==> src/rtl/pipe_hazard_unit.sv <==
// rtl/pipe_hazard_unit.sv - ID-stage hazard scoreboard, operand forwarding and interlock stall
// Build option: define HAZ_FWD_EN for forwarding; leave it undefined for an interlock-only unit.
module pipe_hazard_unit #(
    parameter int DATA_W = 32,
    parameter int ADDR_W = 5,
    parameter int NSTAGE = 3,
    parameter int LAT_W  = 2
) (
    input  logic                     clk,
    input  logic                     rst,
    input  logic                     id_valid,
    input  logic                     id_reg1_read,
    input  logic [ADDR_W-1:0]        id_reg1_addr,
    input  logic                     id_reg2_read,
    input  logic [ADDR_W-1:0]        id_reg2_addr,
    input  logic [DATA_W-1:0]        id_reg1_rf,
    input  logic [DATA_W-1:0]        id_reg2_rf,
    input  logic                     id_wreg,
    input  logic [ADDR_W-1:0]        id_wd,
    input  logic [LAT_W-1:0]         id_lat,
    input  logic [NSTAGE*DATA_W-1:0] stg_wdata,
    output logic [DATA_W-1:0]        fwd_reg1_o,
    output logic [DATA_W-1:0]        fwd_reg2_o,
    output logic                     stall_o,
    output logic [31:0]              stall_cnt_o
);

    localparam int LAT_MAX = NSTAGE - 1;

    logic [NSTAGE-1:0] sb_v;
    logic [ADDR_W-1:0] sb_wd  [NSTAGE];
    logic [LAT_W-1:0]  sb_lat [NSTAGE];
    logic [LAT_W-1:0]  lat_in;
    logic [31:0]       stall_cnt_q;

    logic              hit1, rdy1, hit2, rdy2;
    logic [DATA_W-1:0] data1, data2;
    logic              need1, need2;
    logic [DATA_W-1:0] val1, val2;

    assign lat_in = (int'(id_lat) > LAT_MAX) ? LAT_W'(LAT_MAX) : id_lat;

    // Returns {hit, ready, data}; scanning oldest to youngest lets the youngest match win.
    function automatic logic [DATA_W+1:0] lookup(input logic rd, input logic [ADDR_W-1:0] addr);
        logic [DATA_W+1:0] r;
        r = '0;
        for (int i = NSTAGE - 1; i >= 0; i--) begin
            if (rd && sb_v[i] && (sb_wd[i] == addr) && (addr != '0)) begin
                r = {1'b1, (i >= int'(sb_lat[i])), stg_wdata[i*DATA_W +: DATA_W]};
            end
        end
        return r;
    endfunction

    always_comb begin
        {hit1, rdy1, data1} = lookup(id_reg1_read, id_reg1_addr);
        {hit2, rdy2, data2} = lookup(id_reg2_read, id_reg2_addr);
    end

`ifdef HAZ_FWD_EN
    always_comb begin
        need1 = hit1 & ~rdy1;
        need2 = hit2 & ~rdy2;
        val1  = (hit1 & rdy1) ? data1 : id_reg1_rf;
        val2  = (hit2 & rdy2) ? data2 : id_reg2_rf;
    end
`else
    logic fwd_unused;
    assign fwd_unused = ^{rdy1, rdy2, data1, data2};

    // Without forwarding any in-flight producer blocks the read until it has retired.
    always_comb begin
        need1 = hit1;
        need2 = hit2;
        val1  = id_reg1_rf;
        val2  = id_reg2_rf;
    end
`endif

    assign stall_o     = ~rst & id_valid & (need1 | need2);
    assign fwd_reg1_o  = rst ? '0 : val1;
    assign fwd_reg2_o  = rst ? '0 : val2;
    assign stall_cnt_o = stall_cnt_q;

    always_ff @(posedge clk or posedge rst) begin
        if (rst) begin
            sb_v        <= '0;
            stall_cnt_q <= '0;
            for (int i = 0; i < NSTAGE; i++) begin
                sb_wd[i]  <= '0;
                sb_lat[i] <= '0;
            end
        end else begin
            for (int i = 1; i < NSTAGE; i++) begin
                sb_v[i]   <= sb_v[i-1];
                sb_wd[i]  <= sb_wd[i-1];
                sb_lat[i] <= sb_lat[i-1];
            end
            // A stalled ID instruction enters the scoreboard as a bubble.
            sb_v[0]   <= id_valid & id_wreg & (id_wd != '0) & ~stall_o;
            sb_wd[0]  <= id_wd;
            sb_lat[0] <= lat_in;
            if (stall_o) begin
                stall_cnt_q <= stall_cnt_q + 32'd1;
            end
        end
    end

endmodule
==> config.mk <==
export PLATFORM = sky130hd
export DESIGN_NAME = pipe_hazard_unit
export DESIGN_NICKNAME = d
export VERILOG_FILES = /design/src/rtl/pipe_hazard_unit.sv
export SDC_FILE = /design/constraint.sdc
export NUM_CORES = 1
export LEC_CHECK = 0
export ABC_AREA = 1
export BUFFER_PORTS_ARGS = -buffer_cell sky130_fd_sc_hd__buf_4
export CAP_MARGIN = 40
export CORE_AREA = 3 3 106 108
export CTS_CLUSTER_SIZE = 16
export DETAILED_ROUTE_END_ITERATION = 7
export DIE_AREA = 0 0 109 111
export GPL_TIMING_DRIVEN = 0
export PLACE_DENSITY = 0.72
export SLEW_MARGIN = 10
export SYNTH_ARGS = -nofsm -noshare
export SYNTH_HDL_FRONTEND = slang
export SYNTH_SLANG_ARGS = --single-unit
==> constraint.sdc <==
create_clock -name clk -period 5.4 [get_ports clk]
set_input_delay 1.62 -clock clk [delete_from_list [all_inputs] [get_ports clk]]
set_output_delay 1.62 -clock clk [all_outputs]
set_load 0.05 [all_outputs]
; Word-level counts from Yosys, hierarchy flattened
; Index checks and enable logic that the tools add are counted.
; Widths: inputs -> output; s select.
[word_totals]
register_bits = 56
inputBits = 183
output_inout_bits = 97
wordCells = 57
[classes]
add_sub_neg = 1
n_lt_le_gt_ge = 4
eq_ne = 6
n_mux = 9
bitwise_logic = 8
reduce_logical = 21
[ops]
columns = cell, n
row1 = $mux 34, 6
row2 = $mux 32, 2
row3 = $add 32x1->32 const B, 1
row4 = $eq 5x5->1, 6
row5 = $logic_and 1x1->1, 18
row6 = $reduce_bool 5->1, 3
row7 = $and 1x1->1, 5
row8 = $ge 1x2->1 const A, 2
row9 = $ge 2x2->1 const A, 1
row10 = $gt 2x2->1 const B, 1
row11 = $mux 2, 1
row12 = $not 1->1, 2
row13 = $or 1x1->1, 1

; Logic depth before layout (Yosys ltp)
; Gate-level depths: netlist (run 1).
[logic_depth]
depth_word = 10
depth_mapped = 12
ltp_nobuf = 11

; Worst setup path before layout (run 1)
; OpenSTA, ideal clock, no wires.
[synth_timing]
path_type = in2out
from = input port rst
to = output port stall_o
arrival_time_ns = 3.885
t_required_ns = 3.780
slack_ns = -0.105
cell_stages = 6
n_path_buf = 1
cell_sequence = inv_1 > nand2_1 > inv_1 > buf_2 > nand2_2 > inv_1
[synth_via]
elab_chain_cells = 3
[synth_lines]
columns = item, line
row1 = from (decl), 10  ; input logic rst,
row2 = $not 1->1, 80  ; assign stall_o = ~rst & id_valid & (need1 | need2);
row3 = $and 1x1->1 (2 in series), 80
row4 = to (decl), 24  ; output logic stall_o,
; No other way between the ends.

; Worst setup path in the final report (run 1)
; Ends and elaborated chain as after synthesis.

==> flow_metrics.env, run 1 <==
export IMPL_status="complete, no violations"
export IMPL_antenna_found_initial=0
export IMPL_ys_ff_latch=50
export IMPL_rsz0062_at_grt="no"
export IMPL_syn_area_um2=3697
export IMPL_synth_top_family_by_area="simple AND/OR/NAND/NOR gates"
export IMPL_cts_hold_buffers=0
export IMPL_final_setup_skew_ns=0.007761
export IMPL_slew_viol_final=0
export IMPL_min_path_type="reg -> reg"
export IMPL_seq_area_frac_synth=0.3384
export IMPL_core_area_um2=10320
export IMPL_grt_pass1_vias=4067
export IMPL_via_per_inst=4.523
export IMPL_crit_path_start="rst"
export IMPL_globalRouteOverflowTotal=0
export IMPL_yosys_area_share_adder=0.003384
export IMPL_critPathSlowestCell="nand2_1"
export IMPL_syn_nets=811
export IMPL_initialDrtViolationCount=274
export IMPL_p_per_area_nw_per_um2=182.5
export IMPL_clock_sinks=50
export IMPL_drive_gt1_frac=0.2686
export IMPL_min_from="sb_v[1]"
export IMPL_fmax_mhz=206.0
export IMPL_final_area_um2=5383
export IMPL_muxShareOfSynthArea=0
export IMPL_slew_headroom=0.6910
export IMPL_path_buf_inv=7
export IMPL_wl_per_cell_um=12.55
export IMPL_cap_violations=0
export IMPL_yosysWarnings=0
export IMPL_cts_tree="built"
export IMPL_setup_violations=0
export IMPL_cp_end_kind="output pin"
export IMPL_r2r_start="stall_cnt_o[17]"
export IMPL_leakage_uw=0.003153
export IMPL_port_buffers=181
export IMPL_dpl_hpwl_um=9782
export IMPL_critPathMaxStageDelay_ns=0.27
export IMPL_gp_congestion=0.9176
export IMPL_cts_root_buf="clkbuf_8"
export IMPL_cts_path_max_buffers=2
export IMPL_yosysUniqueCellTypes=27
export IMPL_synth_compound_area_frac=0.005076
export IMPL_clock_latency_ns=0.31
export IMPL_initial_utilization=0.3581
export IMPL_tns_ns=0
export IMPL_finalCriticalPeriod_ns=4.854
export IMPL_routed_wl_um=11990
export IMPL_die_area_um2=12100
export IMPL_critPathMaxFanout=33
export IMPL_finalCritPeriodShare=0.8988
export IMPL_syn_inst=627
export IMPL_antenna_left=0
export IMPL_first_pass_iters=5
export IMPL_final_nets=1002
export IMPL_die_y_um=111
export IMPL_grt_pass1_wl_um=19750
export IMPL_critPathLaunchType="primary input"
export IMPL_dieWidth_um=109
export IMPL_path_clk_slew_ns=0.09
export IMPL_final_util=0.5214
export IMPL_crit_chain="buf_4 -> clkinvlp_4 -> buf_12 -> nand2_1 -> inv_1 -> buf_2 -> nand2_2 -> inv_1 -> buf_4"
export IMPL_avgSynthCellArea_um2=5.897
export IMPL_tightest_slew_ns=0.4634
export IMPL_pin_count=280
export IMPL_critical_path_required_ns=3.78
export IMPL_hold_viol_final=0
export IMPL_critPathTopFamily="buffers and inverters"
export IMPL_placed_area_um2=5250
export IMPL_area_growth_pct=45.58
export IMPL_remaining_drc_errors=0
export IMPL_grt_max_degree=34
export IMPL_rows=37
export IMPL_crit_arrival_ns=3.23
export IMPL_vias=4319
export IMPL_num_antenna_cells=0
export IMPL_grt_usage=0.2014
export IMPL_vdd_drop_max_mv=0.1875
export IMPL_cts_buffers_inserted=5
export IMPL_htreeDepth=2
export IMPL_critical_path_class="in -> out"
export IMPL_synthSimpleGateAreaFrac=0.4657
export IMPL_synthXorXnorAreaFrac=0.02606
-- sequential cells by signal, summed over array words and instances (netlist names) --
signal,flops
stall_cnt_o,32
sb_wd,15
sb_v,3
-- power breakdown --
| part | total, uW | leakage (uW) | internal, uW | switching, uW |
|---|---|---|---|---|
| combinational | 305 | 0.00244 | 107 | 198 |
| clock | 279 | 0.0000563 | 141 | 138 |
| sequential | 398 | 0.000659 | 386 | 12.7 |
-- per-layer routing --
metal,routed length [um],GRT usage,vias up,part of all wire
met1,5510,0.2953,1894,0.46
met2,5436,0.3055,173,0.45
met4,167,0.04209,0,0.014
met5,0,0,-,0
li1,-,-,2237,-
met3,872,0.04019,15,0.073
-- area by class of cell --
class | count | area, um^2
clock buffers | 5 | 68.82
flip-flops and latches | 50 | 1251
repair buffers | 184 | 1394
plain buffers | 15 | 93.84
well taps | 136 | 170.2
multi-input cells | 428 | 1849
fillers | 1055 | 4941
inverters | 134 | 506.7
clock inverters | 3 | 48.80
-- synthesized netlist by cell type --
cell type | count | area share
xor2_1 | 8 | 0.019
ha_1 | 1 | 0.0034
xnor2_1 | 3 | 0.0071
or2_1 | 1 | 0.0017
nor3_2 | 2 | 0.0054
buf_6 | 4 | 0.012
clkinv_1 | 1 | 0.0010
nand4_1 | 8 | 0.014
buf_2 | 3 | 0.0041
nand3b_1 | 3 | 0.0061
or3_1 | 1 | 0.0017
dfrtp_1 | 50 | 0.34
nand2_2 | 2 | 0.0034
inv_2 | 11 | 0.011
o311ai_0 | 1 | 0.0024
nand3_1 | 62 | 0.084
nor2_4 | 1 | 0.0030
o21ai_1 | 1 | 0.0014
buf_4 | 1 | 0.0020
nor4_2 | 1 | 0.0034
nand2_1 | 202 | 0.21
o21ai_0 | 1 | 0.0014
inv_1 | 122 | 0.12
nor2_2 | 2 | 0.0034
clkbuf_1 | 7 | 0.0071
nor2_1 | 113 | 0.11
nor3_1 | 15 | 0.020
-- what timing repair did --
| action | 4_1_cts | 5_1_grt |
|---|---|---|
| buffers inserted | 0 | 2 |
| endpoints found under the setup margin | 0 | 1 |
| gates resized for setup | 0 | 0 |
-- worst reg2reg max path, cell delays in order, from the launching register on --
cell and delay (ns):
dfrtp_1 0.48, nand2_1 0.15, nor2_2 0.15, nand3_1 0.12, nor2_1 0.29, nand3_1 0.13
nor2_1 0.18, nand2_1 0.08, nand2_1 0.06, nand2_1 0.05
-- cell families after synthesis --
family	Yosys count
AO/OA/AOI/OAI	3
XOR/XNOR	11
adder cells (fa/ha/maj)	1
buffers and inverters	149
flip-flops	50
AND/OR/NAND/NOR	413
-- layout by cell type, fill, tap and decap left out, drive strengths merged --
cell / instances
or2: 1
nand4: 8
inv: 133
bufinv: 1
nor4: 1
ha: 1
nand3: 62
nor2: 116
or3: 1
xor2: 8
nand3b: 3
clkinv: 1
dfrtp: 50
clkbuf: 12
o21ai: 2
nand2: 204
xnor2: 3
nor3: 17
o311ai: 1
buf: 192
clkinvlp: 2
-- metrics by stage --
stage	hold slack (ns)	instances	setup WS [ns]	power, uW
after detailed placement	0.3951	945	0.1435	710.9
final	0.4151	955	0.5464	982.2
after floorplan	0.3749	627	0.3994	586.2
after global routing	0.4471	955	0.3567	1033
after CTS	0.4180	953	0.1322	992.8
after global placement	0.3923	944	-0.4403	707.0
-- worst paths after layout --
check,to,slack [ns],cells after the start
max,stall_o,0.55,9
max in group asynchronous,stall_cnt_o[21],3.79,3
max reg2reg,stall_cnt_o[27],3.62,9
min,sb_v[2],0.42,0
min reg2reg,sb_v[2],0.42,0
min in group asynchronous,stall_cnt_o[6],1.31,3
(Power assumes the default switching activity.)
==> run 2, diff against run 1 <==
- ABC_AREA: 1 -> 0
- CORE_AREA: 3 3 106 108 -> 2 2 109 111
- DIE_AREA: 0 0 109 111 -> 0 0 111 113
- PLACE_DENSITY: 0.72 -> default
==> run 2 against run 1 <==
- register-to-register slack got worse by 0.37 ns
- sequential cell count is the same
- global-route usage fell by 7.5 points
- sequential share of layout area is 4.5 points higher
- worst setup slack worse by 0.10 ns
- synthesized cell count shrank 56%
- combinational power shrank 13%
- die area is 3.7% higher
- first-iteration DRC count fell by 70%
- largest cell class unchanged
- cell count shrank 36%
- maximum frequency fell by 2.1%
- clock skew up 0.0033 ns
==> flow_metrics.env, run 2 <==
export IMPL_die_y_um=113
export IMPL_yosysUniqueCellTypes=27
export IMPL_dp_slack_ns=0.4011
export IMPL_tns_ns=0
export IMPL_dpl_hpwl_um=6705
export IMPL_clock_sinks=50
export IMPL_crit_arrival_ns=3.34
export IMPL_yosysMostFrequentCell="nor2b_1"
export IMPL_layout_common_cells="182 x buf_4, 66 x nor2b_1, 50 x dfrtp_1"
export IMPL_tightest_slew_ns=0.4909
export IMPL_regToRegEndpoint="stall_cnt_o[8]"
export IMPL_antenna_left=0
export IMPL_r2r_start="sb_wd[3]"
export IMPL_cp_end_kind="output pin"
export IMPL_first_pass_iters=4
export IMPL_via_per_inst=4.424
export IMPL_synth_flop_cell="dfrtp_1"
export IMPL_placed_cells=601
export IMPL_min_from="sb_v[0]"
export IMPL_synth_area_leaders="dfrtp_1 44%, nor2b_1 15%, xnor2_1 11%"
export IMPL_globalRouteOverflowTotal=0
export IMPL_syn_nets=460
export IMPL_critPathMaxFanout=10
export IMPL_drive_gt1_frac=0.4323
export IMPL_syn_inst=276
export IMPL_cts_path_max_buffers=2
export IMPL_fmax_mhz=201.8
export IMPL_yosysTopAreaCellShare=0.4444
export IMPL_finalCritPeriodShare=0.9179
export IMPL_num_antenna_cells=0
export IMPL_synth_largest_area_cell="dfrtp_1"
export IMPL_pin_count=280
export IMPL_gp_congestion=0.8431
export IMPL_r2r_slack_ns=3.25
export IMPL_yosys_top_cells_count="66 x nor2b_1, 50 x dfrtp_1, 36 x xnor2_1"
export IMPL_min_path_type="reg -> reg"
export IMPL_slew_viol_final=0
export IMPL_syn_area_um2=2815
export IMPL_cts_hold_buffers=0
export IMPL_dieWidth_um=111
export IMPL_layout_commonest_cell="buf_4"
export IMPL_wl_per_cell_um=13.51
export IMPL_vdd_drop_max_mv=0.1429
export IMPL_critical_path_required_ns=3.78
export IMPL_avgSynthCellArea_um2=10.20
export IMPL_initialDrtViolationCount=82
export IMPL_postCtsSetupRepairBufs=0
export IMPL_synthArstFlopShare=1.000
export IMPL_instances_no_fill=608
export IMPL_ys_ff_latch=50
export IMPL_largest_reg_flops=32
export IMPL_cts_resized=0
export IMPL_finalCriticalPeriod_ns=4.956
export IMPL_cts_root_buf="clkbuf_16"
export IMPL_cts_buffers_inserted=5
export IMPL_rsz0062_at_grt="no"
export IMPL_path_clk_slew_ns=0.06
export IMPL_rows=39
export IMPL_reg2regPathDepth=8
export IMPL_whs_endpoint="sb_v[1]"
export IMPL_cap_violations=0
export IMPL_yosysWarnings=0
export IMPL_clock_latency_ns=0.28
export IMPL_core_area_um2=11270
export IMPL_p_total_uw=962.5
export IMPL_initial_utilization=0.2498
export IMPL_area_growth_pct=60.27
export IMPL_die_area_um2=12540
export IMPL_vias=2690
export IMPL_finalWorstSetupSlack_ns=0.4436
export IMPL_hold_path_depth=0
export IMPL_final_setup_skew_ns=0.01107
export IMPL_p_per_area_nw_per_um2=213.3
export IMPL_grt_pass1_wl_um=13280
export IMPL_htreeDepth=2
export IMPL_seq_area_frac_synth=0.4444
export IMPL_grt_pass1_vias=2861
export IMPL_grt_usage=0.1266
export IMPL_status="complete, no violations"
export IMPL_final_nets=649
export IMPL_synth_edf_count=0
export IMPL_remaining_drc_errors=0
export IMPL_critical_path_class="in -> out"
export IMPL_port_buffers=181
export IMPL_hold_viol_final=0
export IMPL_critPathLaunchType="primary input"
export IMPL_routed_wl_um=8216
export IMPL_leakage_uw=0.002193
export IMPL_setup_violations=0
export IMPL_antenna_found_initial=0
export IMPL_slew_headroom=0.6728
export IMPL_grt_max_degree=39
export IMPL_cts_tree="built"
run 2: cell types whose count changed in the layout (fill, tap and decap cells not counted), sizes merged, moves of 14 or more:
| cell | previous run | this run |
|---|---|---|
| nand2 | 204 | 9 |
| nor2b | 0 | 66 |
| and3 | 0 | 14 |
| inv | 133 | 3 |
| xor2 | 8 | 25 |
| nor3 | 17 | 1 |
| nor2 | 116 | 5 |
| nand3 | 62 | 19 |
| xnor2 | 3 | 36 |
run 2: cells by family (layout without fill, tap and decap cells):
| group | Yosys count | in the layout | synth area share |
|---|---|---|---|
| AO/OA/AOI/OAI | 4 | 4 | 0.01511 |
| XOR/XNOR | 61 | 61 | 0.1898 |
| adder cells (fa/ha/maj) | 1 | 1 | 0.004444 |
| buffers and inverters | 15 | 204 | 0.02933 |
| multiplexers | 1 | 1 | 0.004000 |
| AND/OR/NAND/NOR | 144 | 144 | 0.3129 |
| flip-flops | 50 | 50 | 0.4444 |
run 2: routing by layer:
metal / GRT usage / routed length, um
met5: 0 / 0
met4: 0.02750 / 55
met3: 0.02517 / 506
met2: 0.2413 / 4352
met1: 0.1468 / 3301
run 2: critical path, cell delays in order:
cell and delay [ns]:
buf_4 0.14, xor2_1 0.17, nor4_1 0.32, nand3_1 0.12, and3_4 0.20, o22ai_4 0.33
buf_6 0.21, buf_4 0.21
run 2: how the worst max path moves through the flow:
| stage | startpoint | endpoint | slack (ns) | cells past startpoint |
|---|---|---|---|---|
| 6_report | id_reg1_addr[3] | stall_o | 0.44 | 8 |
| 5_1_grt | id_reg1_addr[3] | stall_o | 0.35 | 8 |
| 4_1_cts | id_reg1_addr[3] | stall_o | 0.39 | 8 |
| 3_5_place_dp | id_reg1_addr[3] | stall_o | 0.40 | 8 |
| 3_3_place_gp | id_reg1_addr[3] | stall_o | 0.43 | 8 |
| 2_1_floorplan | id_reg2_addr[0] | stall_o | 0.93 | 4 |
run 2: cell type report:
cell class,instances,area (um^2)
sequential,50,1251
fill,1127,6760
inverter,2,7.507
buffer,13,75.07
multi-input combinational,211,1481
clock buffer,5,125.1
timing repair buffer,182,1379
clock inverter,2,13.76
tap,143,178.9
run 2: report_power, final:
group | internal (uW) | total (uW) | switching, uW
Sequential | 385 | 398 | 12.9
Clock | 170 | 299 | 130
Combinational | 104 | 265 | 161
Total | 659 | 962 | 303
run 2: per-stage QoR:
step | instance area [um^2] | util | hold slack, ns
2_1_floorplan | 2815 | - | 0.3731
5_1_grt | 4512 | 0.4003 | 0.4146
3_5_place_dp | 4373 | 0.3879 | 0.3949
4_1_cts | 4512 | 0.4003 | 0.4013
6_report | 4512 | 0.4003 | 0.4032
3_3_place_gp | 4353 | 0.3862 | 0.3960
==> run 3, diff against run 2 <==
- MAX_ROUTING_LAYER: default -> met4
==> run 3 against run 2 <==
- via count shrank 0.11%
- die area unchanged
- global-route usage up 0.37 points
- worst hold slack about the same
- worst setup slack worse by 0.0047 ns
- clock power hardly changed
- clock skew decreased by 0.00076 ns
- sequential power about the same
- combinational power about the same
- critical path depth stayed put
- register-to-register slack about the same
- largest cell class unchanged
- largest power group unchanged
- highest routed layer unchanged
==> flow_metrics.env, run 3 (synthesis gave the netlist of run 2 again) <==
export IMPL_final_setup_skew_ns=0.01031
export IMPL_grt_usage=0.1303
export IMPL_grt_busiest_layer="met2"
export IMPL_remaining_drc_errors=0
export IMPL_min_path_type="reg -> reg"
export IMPL_critical_path_required_ns=3.78
export IMPL_pin_count=280
export IMPL_cts_hold_buffers=0
export IMPL_antenna_found_initial=0
export IMPL_critPathMaxFanout=10
export IMPL_clockPowerShare=0.311
export IMPL_cts_path_max_buffers=2
export IMPL_rows=39
export IMPL_cts_buffers_inserted=5
export IMPL_dieWidth_um=111
export IMPL_tns_ns=0
export IMPL_min_from="sb_v[0]"
export IMPL_first_pass_iters=4
export IMPL_finalCritPeriodShare=0.9187
export IMPL_layout_common_cells="182 x buf_4, 66 x nor2b_1, 50 x dfrtp_1"
export IMPL_status="complete, no violations"
export IMPL_initialDrtViolationCount=44
export IMPL_final_nets=649
export IMPL_clock_sinks=50
export IMPL_path_clk_slew_ns=0.06
export IMPL_tightest_slew_ns=0.4908
export IMPL_finalWorstSetupSlack_ns=0.4389
export IMPL_slew_viol_final=0
export IMPL_leakage_uw=0.002193
export IMPL_r2r_start="sb_wd[3]"
export IMPL_layout_commonest_cell="buf_4"
export IMPL_setup_violations=0
export IMPL_dpl_hpwl_um=6705
export IMPL_globalRouteOverflowTotal=0
export IMPL_dp_slack_ns=0.4011
export IMPL_cts_tree="built"
export IMPL_p_sw_uw=302.9
export IMPL_clock_latency_ns=0.28
export IMPL_finalCriticalPeriod_ns=4.961
export IMPL_hold_viol_final=0
export IMPL_internal_power_uw=659.2
export IMPL_initial_utilization=0.2498
export IMPL_grt_pass1_wl_um=13260
export IMPL_p_per_area_nw_per_um2=213.2
export IMPL_regToRegEndpoint="stall_cnt_o[8]"
export IMPL_cts_resized=0
export IMPL_cap_violations=0
export IMPL_largest_reg_flops=32
export IMPL_cts_root_buf="clkbuf_16"
export IMPL_drive_gt1_frac=0.4323
export IMPL_routed_wl_um=8199
export IMPL_globalRouteMet2Util=0.2417
export IMPL_critical_path_class="in -> out"
export IMPL_r2r_slack_ns=3.25
export IMPL_htreeDepth=2
export IMPL_crit_arrival_ns=3.34
export IMPL_vdd_drop_max_mv=0.1429
export IMPL_core_area_um2=11270
export IMPL_postCtsSetupRepairBufs=0
export IMPL_vias=2687
export IMPL_port_buffers=181
export IMPL_share_seq_of_total_power=0.414
export IMPL_cp_end_kind="output pin"
export IMPL_gp_congestion=0.8563
export IMPL_wl_per_cell_um=13.49
export IMPL_grt_pass1_vias=2856
export IMPL_antenna_left=0
export IMPL_hold_path_depth=0
export IMPL_hold_ws_ns=0.4032
export IMPL_p_total_uw=962.1
export IMPL_num_antenna_cells=0
export IMPL_slew_headroom=0.6728
export IMPL_fillers=1127
export IMPL_whs_endpoint="sb_v[1]"
export IMPL_gr_usage_met1=0.1488
export IMPL_grtUsageMet3=0.02089
export IMPL_via_per_inst=4.419
export IMPL_reg2regPathDepth=8
export IMPL_grt_max_degree=39
export IMPL_p_comb_frac=0.275
export IMPL_die_y_um=113
export IMPL_die_area_um2=12540
export IMPL_critPathLaunchType="primary input"
export IMPL_area_growth_pct=60.27
export IMPL_rsz0062_at_grt="no"
export IMPL_fmax_mhz=201.6
export IMPL_switching_share=0.3148
==> run 3: cell counts in the layout (fill, tap and decap cells not counted) <==
No cell type changed its count.
==> run 3: routing by layer <==
layer  wire, um  vias up
li1           -     1307
met5          0        -
met3        446        4
met2       4394      104
met4         53        0
met1       3305     1272
==> run 3: worst max path at each step <==
stage,depth (start not counted),start,slack [ns],end
3_3_place_gp,8,id_reg1_addr[3],0.43,stall_o
4_1_cts,8,id_reg1_addr[3],0.39,stall_o
2_1_floorplan,4,id_reg2_addr[0],0.93,stall_o
5_1_grt,8,id_reg1_addr[3],0.35,stall_o
3_5_place_dp,8,id_reg1_addr[3],0.40,stall_o
6_report,8,id_reg1_addr[3],0.44,stall_o
==> run 3: area by class of cell <==
type                            instances  area, um^2  share of cell area
Multi-Input combinational cell        211        1481              0.3283
Timing Repair Buffer                  182        1379              0.3056
Sequential cell                        50        1251              0.2773
Tap cell                              143       178.9             0.03966
Clock buffer                            5       125.1             0.02773
Buffer                                 13       75.07             0.01664
Clock inverter                          2       13.76            0.003050
Inverter                                2       7.507            0.001664
==> run 3: worst max-delay path: stages <==
cell and delay (ns):
buf_4 0.14, xor2_1 0.17, nor4_1 0.32, nand3_1 0.12, and3_4 0.20, o22ai_4 0.34, buf_6 0.21, buf_4 0.21
==> run 3: power by group through the flow <==
stage / Combinational [uW] / Clock (uW) / Sequential [uW]
after floorplan: 144 / 0 / 415
after global placement: 263 / 0 / 405
after detailed placement: 267 / 0 / 405
after CTS: 268 / 310 / 398
after global routing: 281 / 325 / 399
final: 265 / 299 / 398
==> run 3: metrics by stage <==
| stage | util | std cells | area [um^2] |
|---|---|---|---|
| 6_report | 0.4003 | 608 | 4512 |
| 5_1_grt | 0.4003 | 608 | 4512 |
| 4_1_cts | 0.4003 | 608 | 4512 |
| 3_5_place_dp | 0.3879 | 601 | 4373 |
| 3_3_place_gp | 0.3862 | 600 | 4353 |
| 2_1_floorplan | - | 276 | 2815 |
